## src/rtl/countdown_bar.sv

```systemverilog
// Round countdown timer with LED time bar: 1 Hz prescaler, seconds counter,
// thermometer bar that empties one segment per SEG seconds and blinks near the end.
module countdown_bar #(
  parameter int CLK_HZ        = 50_000_000,
  parameter int GAME_SECONDS  = 60,
  parameter int NUM_LEDS      = 6,
  parameter int BLINK_SECONDS = 10,
  parameter int TIME_W        = 8
) (
  input  logic                clk,
  input  logic                rst_n,
  input  logic                start,
  input  logic                pause,
  output logic [TIME_W-1:0]   time_left,
  output logic [NUM_LEDS-1:0] bar_leds,
  output logic                running,
  output logic                expired
);

  localparam int SEG   = GAME_SECONDS / NUM_LEDS;
  localparam int PRE_W = $clog2(CLK_HZ);
  localparam int LIT_W = $clog2(NUM_LEDS + 1);
  localparam int SUB_W = $clog2(SEG + 1);

  localparam logic [PRE_W-1:0]  PRE_LAST   = PRE_W'(CLK_HZ - 1);
  localparam logic [PRE_W-1:0]  PRE_HALF   = PRE_W'(CLK_HZ / 2);
  localparam logic [TIME_W-1:0] TIME_FULL  = TIME_W'(GAME_SECONDS);
  localparam logic [TIME_W-1:0] TIME_BLINK = TIME_W'(BLINK_SECONDS);
  localparam logic [LIT_W-1:0]  LIT_FULL   = LIT_W'(NUM_LEDS);
  localparam logic [SUB_W-1:0]  SUB_FULL   = SUB_W'(SEG);

  typedef enum logic [1:0] {S_IDLE, S_RUN, S_PAUSED, S_DONE} state_t;

  state_t              state_q, state_d;
  logic [PRE_W-1:0]    pre_q, pre_d;
  logic [TIME_W-1:0]   time_left_q, time_left_d;
  logic [LIT_W-1:0]    lit_q, lit_d;
  logic [SUB_W-1:0]    sub_q, sub_d;
  logic [NUM_LEDS-1:0] bar_leds_q, bar_leds_d;
  logic                running_q, running_d;
  logic                expired_q, expired_d;
  logic                blink_on;

  function automatic logic [TIME_W-1:0] dec_time(input logic [TIME_W-1:0] v);
    return (v == '0) ? v : v - TIME_W'(1);
  endfunction

  function automatic logic [LIT_W-1:0] dec_lit(input logic [LIT_W-1:0] v);
    return (v == '0) ? v : v - LIT_W'(1);
  endfunction

  function automatic logic [SUB_W-1:0] dec_sub(input logic [SUB_W-1:0] v);
    return (v <= SUB_W'(1)) ? SUB_W'(1) : v - SUB_W'(1);
  endfunction

  always_ff @(posedge clk or negedge rst_n) begin
    if (!rst_n) begin
      state_q     <= S_IDLE;
      pre_q       <= '0;
      time_left_q <= '0;
      lit_q       <= '0;
      sub_q       <= SUB_FULL;
      bar_leds_q  <= '0;
      running_q   <= 1'b0;
      expired_q   <= 1'b0;
    end else begin
      state_q     <= state_d;
      pre_q       <= pre_d;
      time_left_q <= time_left_d;
      lit_q       <= lit_d;
      sub_q       <= sub_d;
      bar_leds_q  <= bar_leds_d;
      running_q   <= running_d;
      expired_q   <= expired_d;
    end
  end

  // start overrides everything; pause is checked before the tick so a paused
  // cycle never consumes a prescaler step.
  always_comb begin
    state_d     = state_q;
    pre_d       = pre_q;
    time_left_d = time_left_q;
    lit_d       = lit_q;
    sub_d       = sub_q;
    expired_d   = 1'b0;
    if (start) begin
      state_d     = S_RUN;
      pre_d       = '0;
      time_left_d = TIME_FULL;
      lit_d       = LIT_FULL;
      sub_d       = SUB_FULL;
    end else begin
      case (state_q)
        S_RUN: begin
          if (pause) begin
            state_d = S_PAUSED;
          end else if (pre_q == PRE_LAST) begin
            pre_d       = '0;
            time_left_d = dec_time(time_left_q);
            if (sub_q == SUB_W'(1)) begin
              lit_d = dec_lit(lit_q);
              sub_d = SUB_FULL;
            end else begin
              sub_d = dec_sub(sub_q);
            end
            if (time_left_q == TIME_W'(1)) begin
              state_d   = S_DONE;
              expired_d = 1'b1;
              lit_d     = '0;
            end
          end else begin
            pre_d = pre_q + PRE_W'(1);
          end
        end
        S_PAUSED: begin
          if (!pause) state_d = S_RUN;
        end
        default: ;
      endcase
    end
  end

  // Outputs are derived from next-state values so the registered bar, running
  // and blink mask line up with the counters in the same cycle.
  always_comb begin
    running_d  = (state_d == S_RUN) || (state_d == S_PAUSED);
    blink_on   = running_d && (time_left_d != '0) && (time_left_d <= TIME_BLINK) &&
                 (pre_d >= PRE_HALF);
    bar_leds_d = '0;
    for (int i = 0; i < NUM_LEDS; i++) begin
      bar_leds_d[i] = (LIT_W'(i) < lit_d) && !(blink_on && ((LIT_W'(i) + LIT_W'(1)) == lit_d));
    end
  end

  assign time_left = time_left_q;
  assign bar_leds  = bar_leds_q;
  assign running   = running_q;
  assign expired   = expired_q;

endmodule

```

## config.mk

```make
export PLATFORM = sky130hd
export DESIGN_NAME = countdown_bar
export DESIGN_NICKNAME = d
export VERILOG_FILES = /design/src/rtl/countdown_bar.sv
export SDC_FILE = /design/constraint.sdc
export NUM_CORES = 1
export LEC_CHECK = 0
export CAP_MARGIN = 20
export CORE_MARGIN = 2
export CORE_UTILIZATION = 60
export CTS_CLUSTER_SIZE = 20
export DETAILED_ROUTE_END_ITERATION = 6
export PLACE_DENSITY = 0.88
export SETUP_SLACK_MARGIN = 0.15
export SYNTH_ARGS = -nofsm -noshare
export SYNTH_HDL_FRONTEND = slang
export SYNTH_SLANG_ARGS = --single-unit
export TNS_END_PERCENT = 30
```

## constraint.sdc

```tcl
create_clock -name clk -period 6 [get_ports clk]
set_input_delay 0.9 -clock clk [delete_from_list [all_inputs] [get_ports clk]]
set_output_delay 0.9 -clock clk [all_outputs]
set_load 0.005 [all_outputs]
```

==> run metrics <==
status complete, no violations; CTS tree built; setup TNS 0 ps; vias per inst roughly 6.6; CP startpoint start; Clock Latency Late Sink about 310 ps; Die Wd slightly below 80 um; Remaining DRCs 0; synth warn 0; Peak VDD IR ~230 uV; Setup violations, final 0; Yosys top cell by area dfrtp_1; crit end category register; initial antenna violation count 0; post-synth cell types 67; crit path max-delay cell type clkdlybuf4s50_1; CTS resizes 0; Worst path max stage delay about 1100 ps; Clock Tree Root clkbuf_8; Pre-antenna DRT Iters 5; RR Startpoint state_q[1]; cell chain of the critical path clkdlybuf4s50_1, clkinv_1, nand2_1, o21a_1, o211ai_1, a2111oi_4, a21oi_1; Mean Syn Cell Area between 8 and 9 um^2; Max clock buf depth 2; worst reg2reg setup slack around 2200 ps; Mapped Cells about 370; grt ovf 0; Max-Cap Viols 0; Critical Path AT about 4100 ps; #FFs+latches synth slightly above 50; synth-to-layout area growth 8.94%; P_leak about 1.4 nW; wire per inst between 15 and 20 um; Seq/Total Area, Yosys a little under two fifths; syn_nets around 390; H-tree depth 2; Initial Util about three fifths; GRT Util Overall between 20% and 30%; Core Region roughly 5400 um^2; area of the mapped netlist between 3000 and 4000 um^2; Pwr Total about 0.00073 W; die extent in y 78.7 um; Final Hold Fails 0; Fmax 253 MHz; final slew viol count 0; CP delay by family, top buffers and inverters; number of antenna cells inserted 0; fin nets ~400; Inserted Clock Buffers 5; cts hold-fix bufs 0; Most Used Layer, Global Route met2; worst reg2reg path endpoint bar_leds[3]; GR Util met3 4.83%; clock skew 9.71 ps; Min Clock Period, post-route ~4000 ps; Top Ports 20; FFs w/ async S/R, synth 100%; Post-CTS Setup Bufs 0; top-area cell type share of the netlist area 36.7%; final core occ about two thirds; met1 usage around two fifths; stages on the worst setup path 7; Clock transition at path regs roughly 100 ps; final WL ~8 mm; number of fillers in the final layout 430; Slew headroom around a third; Post-synth EDFFs 0; dpl hpwl approximately 5.7 mm; via count ~3000; DRT iter0 DRCs approximately 260; most frequent cell after synthesis dfrtp_1; vias in the first global route ~2900; fraction of layout instances using a drive strength above 1 7.31%; Tcrit/Tclk final approximately two thirds; Worst EP required roughly 6000 ps; R2R depth 10; Min Hold Slack between 500 and 600 ps; worst hold-check path type reg -> reg; synth top area cells dfrtp_1 (37%), nor2_1 (4.4%), ha_1 (3.7%); PwrDens around 200 nW/um^2; Critical path buffers and inverters 2; Synth Flop Type dfrtp_1; Critical Path Sink bar_leds[3]; Routed Antenna Nets 0; die area around 6200 um^2; Cell Rows 27; CP Max Fanout 25; RePlAce Congestion approximately 1.0; CP startpoint kind primary input; largest net degree at the start of global routing between 50 and 60; clock sinks 51; top post-synthesis cells by count dfrtp_1 (49), nor2_1 (39), inv_1 (23), nand2_1 (22), nor3_1 (16); unrepaired setup endpoints after global routing no; port buffer count 19; critical path class in -> reg; GR Util met2 about two fifths; Worst Tran Pin Value 1000 ps; first-pass GRT wire length around 13 mm
==> sequential cells by signal, indices dropped and copies added, names as in the netlist <==
name and count:
running 1, pre_q 26, lit_q 3, bar_leds 6, expired 1, time_left 8
state_q 2, sub_q 4
==> worst reg2reg max path: stages, from the launching register on <==
cell and delay, ps:
dfrtp_1 410, inv_1 90, ha_1 560, nand2b_1 340, nor2_1 350, nand3_1 350
o31ai_1 460, xor2_1 140, or4_4 540, a2111oi_4 280, a21oi_1 140
==> through the flow <==
| step | instance area [um^2] | worst slack (ps) | cells |
|---|---|---|---|
| final | 3640 | 2050 | 455 |
| after global routing | 3640 | 1800 | 455 |
| after CTS | 3620 | 2110 | 454 |
| after detailed placement | 3530 | 1790 | 446 |
| after global placement | 3530 | 1910 | 446 |
| after floorplan | 3340 | 2930 | 373 |
==> worst min path at each step <==
stage                     startpoint  endpoint  slack (ps)  depth (start not counted)
after global placement      sub_q[3]  sub_q[3]         490                          2
after detailed placement    sub_q[3]  sub_q[3]         500                          2
final                       sub_q[3]  sub_q[3]         510                          2
after CTS                   sub_q[3]  sub_q[3]         520                          2
after floorplan             sub_q[3]  sub_q[3]         470                          2
after global routing        sub_q[3]  sub_q[3]         550                          2
==> cells by family (layout without fill, tap and decap cells) <==
family                     Yosys count  in the layout  share of synthesized area, %
and+or+nand+nor                    163            163                          27.6
AOI/OAI and AO/OA                   84             84                          18.8
DFF                                 51             51                          38.2
buffers and inverters               42             52                          5.35
xor gates and xnor gates            18             18                          4.71
adders and majority gates           10             10                          3.74
muxes                                5              5                          1.53
==> placed cells by master (no fill, tap or decap), drive strengths merged, types with 3 or more instances in the layout <==
cell type / netlist / final
or3: 3 / 3
a211oi: 8 / 8
clkdlybuf4s50: 0 / 18
or2: 4 / 4
nor4: 11 / 11
dfrtp: 49 / 49
xor2: 9 / 9
nor2b: 5 / 5
nand4b: 3 / 3
or4: 6 / 6
o211ai: 8 / 8
a21oi: 14 / 14
o21a: 3 / 3
o31ai: 4 / 4
a31oi: 7 / 7
nand2b: 5 / 5
nand3: 16 / 16
o41ai: 4 / 4
a311oi: 4 / 4
ha: 10 / 10
o21ai: 9 / 9
and4: 4 / 4
and3: 4 / 4
nor2: 40 / 40
nor3: 16 / 16
clkbuf: 11 / 5
nand2: 22 / 22
inv: 23 / 24
and2: 5 / 5
xnor2: 9 / 9
mux2i: 4 / 4
nand4: 14 / 14
==> metal layers <==
metal / up-vias / wire [um]
met5: - / 0
met4: 0 / 143
met3: 19 / 643
met2: 156 / 3570
met1: 1427 / 3510
li1: 1405 / -
==> report_power, final <==
group / internal, W / switching (W) / total [W] / leakage (nW)
logic: 0.0000580 / 0.000100 / 0.000158 / 0.701
registers: 0.000358 / 0.0000140 / 0.000372 / 0.635
clock network: 0.0000835 / 0.000118 / 0.000202 / 0.0408
total: 0.000499 / 0.000232 / 0.000731 / 1.38
==> area by class of cell <==
type                    count  area, um^2  area share (%)
inverters                  24        90.1            2.47
clock buffers               5        68.8            1.89
clock inverters             3        23.8           0.652
flip-flops and latches     51        1280            35.1
multi-input cells         280        1890            51.8
repair buffers             20         205            5.63
well taps                  72        90.1            2.47
Power figures use the tool's default switching activity.
